===== config.mk =====
export PLATFORM = sky130hd
export DESIGN_NAME = tdm_demux_rx
export DESIGN_NICKNAME = d
export VERILOG_FILES = /design/src/rtl/tdm_demux_rx.sv
export SDC_FILE = /design/constraint.sdc
export NUM_CORES = 1
export LEC_CHECK = 0
export BUFFER_PORTS_ARGS = -buffer_cell sky130_fd_sc_hd__buf_2
export CAP_MARGIN = 40
export CORE_UTILIZATION = 60
export DETAILED_ROUTE_END_ITERATION = 16
export PLACE_DENSITY = 0.84
export SYNTH_ARGS = -nofsm -noshare
export SYNTH_HDL_FRONTEND = slang
export SYNTH_SLANG_ARGS = --single-unit

===== constraint.sdc =====
create_clock -name clk -period 4 [get_ports clk]
set_clock_uncertainty 0.1 [all_clocks]
set_input_delay 0.8 -clock clk [delete_from_list [all_inputs] [get_ports clk]]
set_output_delay 0.8 -clock clk [all_outputs]
set_load 0.02 [all_outputs]

===== src/rtl/tdm_demux_rx.sv =====
// -----------------------------------------------------------------------------
// tdm_demux_rx -- receive side of the time-division mux link.
//
// Takes a serial bit stream carrying NCH channel slots of W bits per frame,
// aligns to frames using frame_sync, and routes each slot back into its own
// parallel channel register. Slot order on the wire is channel 0 first, each
// slot MSB first. Misplaced or missing syncs are flagged and recovered from.
//
// Optional feature (compile-time macro PARITY_EN):
//   defined   : each frame carries one trailing even-parity bit over all
//               NCH*W data bits; a mismatching frame is dropped and
//               parity_err_o pulses instead of out_valid_o.
//   undefined : no parity bit on the wire, parity_err_o is tied to 0.
//
// Ports:
//   clk           rising-edge clock for all logic
//   rst_n         synchronous reset, active low
//   in_bit_i      serial data bit, sampled only while in_valid_i=1
//   in_valid_i    qualifier for in_bit_i / frame_sync_i; state holds when 0
//   frame_sync_i  marks the current qualified bit as bit 0 of a frame
//   ch_data_o     channel c at [c*W +: W]; updated once per good frame
//   out_valid_o   1-cycle pulse: ch_data_o holds a new complete frame
//   sync_err_o    1-cycle pulse: misplaced or missing frame_sync
//   parity_err_o  1-cycle pulse: parity mismatch (PARITY_EN builds only)
// -----------------------------------------------------------------------------
module tdm_demux_rx #(
  parameter int NCH = 4,
  parameter int W   = 8
) (
  input  logic             clk,
  input  logic             rst_n,
  input  logic             in_bit_i,
  input  logic             in_valid_i,
  input  logic             frame_sync_i,
  output logic [NCH*W-1:0] ch_data_o,
  output logic             out_valid_o,
  output logic             sync_err_o,
  output logic             parity_err_o
);

  // Number of data bits per frame.
  localparam int ND = NCH * W;

`ifdef PARITY_EN
  // Data bits plus one trailing parity bit. The shift register holds every
  // data bit because the frame completes on the parity bit, after which no
  // more data arrives.
  localparam int F  = ND + 1;
  localparam int SW = ND;
`else
  // The final data bit is taken straight from in_bit_i on the completing
  // edge, so the shift register only has to keep the ND-1 bits before it.
  localparam int F  = ND;
  localparam int SW = ND - 1;
`endif

  localparam int CW = $clog2(F);

  typedef enum logic {
    HUNT = 1'b0,  // waiting for the first frame_sync
    RECV = 1'b1   // aligned, counting bits within a frame
  } state_e;

  state_e          state_q,     state_d;
  logic [CW-1:0]   cnt_q,       cnt_d;
  logic [SW-1:0]   shreg_q,     shreg_d;
  logic [ND-1:0]   ch_data_q,   ch_data_d;
  logic            out_valid_q, out_valid_d;
  logic            sync_err_q,  sync_err_d;

`ifdef PARITY_EN
  logic            par_q,        par_d;
  logic            parity_err_q, parity_err_d;
  logic            shift_en;
`endif

  logic [SW-1:0]   shreg_shift;  // shift register with the current bit appended
  logic [ND-1:0]   frame_bits;   // complete frame in wire order, first bit at MSB
  logic            cnt_zero;
  logic            last_bit;

  // Reorder a wire-order frame (channel 0 in the top W bits) into the output
  // layout (channel 0 in the bottom W bits). Bit order inside a slot is kept.
  function automatic logic [ND-1:0] slot_remap(input logic [ND-1:0] s);
    logic [ND-1:0] r;
    r = '0;
    for (int c = 0; c < NCH; c++) begin
      r[c*W +: W] = s[(NCH-1-c)*W +: W];
    end
    return r;
  endfunction

  // The cast keeps the low SW bits, i.e. drops the oldest bit.
  assign shreg_shift = SW'({shreg_q, in_bit_i});

`ifdef PARITY_EN
  assign frame_bits = shreg_q;
  // The parity bit itself is never shifted into the data register.
  assign shift_en   = (cnt_q < CW'(ND));
`else
  assign frame_bits = {shreg_q, in_bit_i};
`endif

  assign cnt_zero = (cnt_q == '0);
  assign last_bit = (cnt_q == CW'(F - 1));

  // ---------------------------------------------------------------------------
  // Next-state logic
  // ---------------------------------------------------------------------------
  always_comb begin
    // NOTE: every signal driven here gets a default first, so no path through
    // the block leaves one unassigned and no latch is inferred.
    state_d     = state_q;
    cnt_d       = cnt_q;
    shreg_d     = shreg_q;
    ch_data_d   = ch_data_q;
    out_valid_d = 1'b0;
    sync_err_d  = 1'b0;
`ifdef PARITY_EN
    par_d        = par_q;
    parity_err_d = 1'b0;
`endif

    if (in_valid_i) begin
      case (state_q)
        HUNT: begin
          // Everything before the first sync is noise; no error reported.
          if (frame_sync_i) begin
            state_d = RECV;
            cnt_d   = CW'(1);
            shreg_d = shreg_shift;
`ifdef PARITY_EN
            par_d   = in_bit_i;
`endif
          end
        end

        RECV: begin
          if (frame_sync_i && !cnt_zero) begin
            // Sync arrived mid-frame: drop the partial frame and realign on
            // this bit as the new bit 0.
            sync_err_d = 1'b1;
            cnt_d      = CW'(1);
            shreg_d    = shreg_shift;
`ifdef PARITY_EN
            par_d      = in_bit_i;
`endif
          end else if (!frame_sync_i && cnt_zero) begin
            // Expected sync is missing: alignment is lost, go back to hunting.
            sync_err_d = 1'b1;
            state_d    = HUNT;
          end else begin
`ifdef PARITY_EN
            if (shift_en) begin
              shreg_d = shreg_shift;
            end
            par_d = cnt_zero ? in_bit_i : (par_q ^ in_bit_i);
`else
            shreg_d = shreg_shift;
`endif
            if (last_bit) begin
              cnt_d = '0;
`ifdef PARITY_EN
              // Even parity: data bits plus parity bit must XOR to zero.
              if (par_q ^ in_bit_i) begin
                parity_err_d = 1'b1;
              end else begin
                ch_data_d   = slot_remap(frame_bits);
                out_valid_d = 1'b1;
              end
`else
              ch_data_d   = slot_remap(frame_bits);
              out_valid_d = 1'b1;
`endif
            end else begin
              cnt_d = cnt_q + CW'(1);
            end
          end
        end

        default: state_d = HUNT;
      endcase
    end
  end

  // ---------------------------------------------------------------------------
  // State and output registers
  // ---------------------------------------------------------------------------
  always_ff @(posedge clk) begin
    // NOTE: sequential state uses non-blocking assignments so every register
    // samples the pre-edge value of the others, independent of statement order.
    if (!rst_n) begin
      // NOTE: the shift register is reset along with the control state so a
      // reset leaves no trace of a partial frame anywhere in the datapath.
      state_q     <= HUNT;
      cnt_q       <= '0;
      shreg_q     <= '0;
      ch_data_q   <= '0;
      out_valid_q <= 1'b0;
      sync_err_q  <= 1'b0;
`ifdef PARITY_EN
      par_q        <= 1'b0;
      parity_err_q <= 1'b0;
`endif
    end else begin
      state_q     <= state_d;
      cnt_q       <= cnt_d;
      shreg_q     <= shreg_d;
      ch_data_q   <= ch_data_d;
      out_valid_q <= out_valid_d;
      sync_err_q  <= sync_err_d;
`ifdef PARITY_EN
      par_q        <= par_d;
      parity_err_q <= parity_err_d;
`endif
    end
  end

  assign ch_data_o   = ch_data_q;
  assign out_valid_o = out_valid_q;
  assign sync_err_o  = sync_err_q;
`ifdef PARITY_EN
  assign parity_err_o = parity_err_q;
`else
  assign parity_err_o = 1'b0;
`endif

endmodule


==> impl_metrics.csv <==
group,metric,value,unit
global_routing,grt_overflow_total,0,
floorplanning,die-area,4840,um^2
power_and_ir_drop,combPwrFrac,0.047,
synthesis,synth_edf_count,0,
synthesis,synthesis.area,2740,um^2
power_and_ir_drop,p_sw_frac,0.227,
power_and_ir_drop,p_switching,0.000296,W
timing,fmax,358,MHz
setup_path,cp.arrival,2900,ps
cells_and_area,layout_commonest_cell,"dfxtp_1",
clock_tree,cts_root_buf,"clkbuf_8",
placement,globalplace.congestion,0.803,
synthesis,async_reset_ff_frac,0,
synthesis,ys_ff_latch,71,
setup_path,reg2reg_depth,9,
placement,dpl_worst_slack,1160,ps
timing,relSlewSlack,0.570,
power_and_ir_drop,power.total,0.00130,W
timing,period_share,0.698,
synthesis,synth.distinct_cells,32,
clock_tree,clockBufferDepth,2,
timing,finalSetupTns,0,ps
min_path,hold_class,"reg2reg",
cells_and_area,drive_gt1_frac,0.170,
timing,slew_viol_final,0,
timing,hold_viol_final,0,
floorplanning,fp.dieH,69.6,um
route,drcViolationCount,0,
min_path,hold_path_depth,2,
clock_tree,clkLatencyLatePin,340,ps
synthesis,yosysTopAreaCell,"dfxtp_1",
setup_path,r2r-start,"cnt_q[0]",
setup_path,cpPeakStageDelay,530,ps
setup_path,crit_type,"reg2reg",
clock_tree,cts_tree,"built",
clock_tree,post_cts_buffers,0,
route,wirelength,5480,um
power_and_ir_drop,p_int,0.00101,W
power_and_ir_drop,vdd_drop_max,0.000269,V
global_routing,grt_antenna_before_repair,0,
route,via_count,2392,
global_routing,first_global_vias,2114,
setup_path,end_kind,"register",
synthesis,syn-num-nets,346,
route,drtIter0Drc,176,
timing,layout_setup_ws,1210,ps
floorplanning,rows,24,
timing,setup-violations-final,0,
synthesis,post-synth-top-area-fraction,0.519,
setup_path,crit_fanout,18,
setup_path,endpoint,"ch_data_o[11]",
setup_path,worst_ep_required_time,4110,ps
synthesis,synthFlopType,"dfxtp_1",
clock_tree,cts.clk_slew.worst_paths,70,ps
route,via_per_inst,5.74,
placement,portBuffers,38,
route,ant_nets,0,
cells_and_area,nets,372,
timing,tightestPinTransition,644,ps
floorplanning,core,4380,um^2
cells_and_area,num-fill-cells,344,
placement,hpwl,3470,um
cells_and_area,final_cell_mix,"dfxtp_1 (71), a21oi_1 (67), nand2_1 (64), buf_2 (38), o21ai_0 (35)",
power_and_ir_drop,power.density,418,nW/um^2
clock_tree,cts_resized,0,
cells_and_area,final_cells,417,
setup_path,worst_setup_path_start_kind,"register",
cells_and_area,antenna_cells,0,
setup_path,crit_path_start,"cnt_q[0]",
cells_and_area,multi_input_area,1160,um^2
clock_tree,cts_hold_buf,0,
job,cap_violations,0,
route,dr.pass1.iters,4,
power_and_ir_drop,seqPwrFrac,0.546,
clock_tree,cts_buffers,9,
clock_tree,htreeDepth,3,
global_routing,grt_use_total,0.243,
cells_and_area,seq_area,1420,um^2
floorplanning,ios,40,
synthesis,yosysSeqAreaShare,0.519,
setup_path,r2r_slack,1210,ps
synthesis,ys_warn_count,0,
timing,post-route-min-period,2790,ps
floorplanning,die_w,69.6,um
timing,holdWs,350,ps
setup_path,path_cells,"inv_1, ha_1, nor4b_1, inv_1, ha_1, nand4_1, buf_4, nand2_1, a21oi_1",
setup_path,worstSetupPathDepth,9,
synthesis,syn-instance-count,335,
power_and_ir_drop,power.leakage,1.15,nW
power_and_ir_drop,clock_power_share,0.407,
timing,rsz0062_at_grt,"false",
global_routing,grt_pass1_wl,9330,um
outcome,status,"completed",
setup_path,cp_top_family,"simple AND/OR/NAND/NOR gates",
setup_path,path_buf_inv,3,
synthesis,yosys-top-cells-area,"dfxtp_1 (52%), a21oi_1 (12%), nand2_1 (8.8%)",
cells_and_area,syn_to_final_growth,13.9,%
placement,dpl.cell_count,402,
route,detail_route.wl_per_cell,13.1,um
synthesis,avgSynthCellArea,8.18,um^2
floorplanning,initial_core_util,0.625,
clock_tree,clkSinkCount,71,
global_routing,grt_max_degree,41,
setup_path,crit_slowest_cell,"nand4_1",
setup_path,r2r-end,"ch_data_o[11]",
## sequential cells by signal, indices dropped and copies added, names as in the netlist
signal       cells
ch_data_o       32
shreg_q         31
cnt_q            5
out_valid_o      1
state_q          1
sync_err_o       1
## logic make-up (layout without fill, tap and decap cells)
kind of cell | Yosys count | after routing | synth area share
DFF | 71 | 71 | 0.519
and+or+nand+nor | 111 | 111 | 0.184
adders and majority gates | 6 | 6 | 0.0274
other | 1 | 1 | 0.00137
AOI/OAI and AO/OA | 110 | 110 | 0.212
buffers and inverters | 36 | 66 | 0.0566
## metal layers
metal / GRT usage / wire length (um)
met1: 0.291 / 2440
met2: 0.400 / 2690
met3: 0.0509 / 233
met4: 0.145 / 110
met5: 0 / 0
## worst reg2reg max path, delay by kind of cell, from the launching register on
family,cells,cell delay [ps]
fa+ha+maj,2,470
compound gates,1,70
buf+inv,3,610
simple gates,3,1080
flops,1,330
## Yosys cell counts, types with 2 or more instances
cell	count
ha_1	6
clkbuf_1	23
buf_2	4
dfxtp_1	71
o21ai_0	35
nand2_1	64
nand4_1	3
buf_4	2
inv_1	5
nand3_1	33
a21oi_1	67
o31ai_1	2
## metrics by stage
stage	cell area [um^2]	util
final	3120	0.712
after global routing	3120	0.712
after CTS	3120	0.712
after detailed placement	2940	0.671
after global placement	2890	0.660
after floorplan	2740	-
## final cells by class
type                            instances  share of cell area
Inverter                                6             0.00721
Sequential cell                        71               0.455
Clock buffer                           11              0.0421
Clock inverter                          4              0.0152
Tap cell                               52              0.0208
Timing Repair Buffer                   45              0.0866
Multi-Input combinational cell        228               0.373
## power by group through the flow
| stage | Sequential (W) | Combinational, W | Clock (W) |
|---|---|---|---|
| finish | 0.000713 | 0.0000610 | 0.000531 |
| global route | 0.000713 | 0.0000668 | 0.000566 |
| CTS | 0.000713 | 0.0000605 | 0.000540 |
| detailed placement | 0.000729 | 0.0000603 | 0 |
| global placement | 0.000729 | 0.0000531 | 0 |
| floorplan | 0.000727 | 0.0000454 | 0 |
## worst min path at each step
stage,endpoint,start
5_1_grt,ch_data_o[14],ch_data_o[14]
6_report,ch_data_o[14],ch_data_o[14]
3_3_place_gp,ch_data_o[0],ch_data_o[0]
4_1_cts,ch_data_o[29],ch_data_o[29]
2_1_floorplan,ch_data_o[7],shreg_q[30]
3_5_place_dp,ch_data_o[14],ch_data_o[14]
No activity file was read; power rests on OpenSTA's default activity.
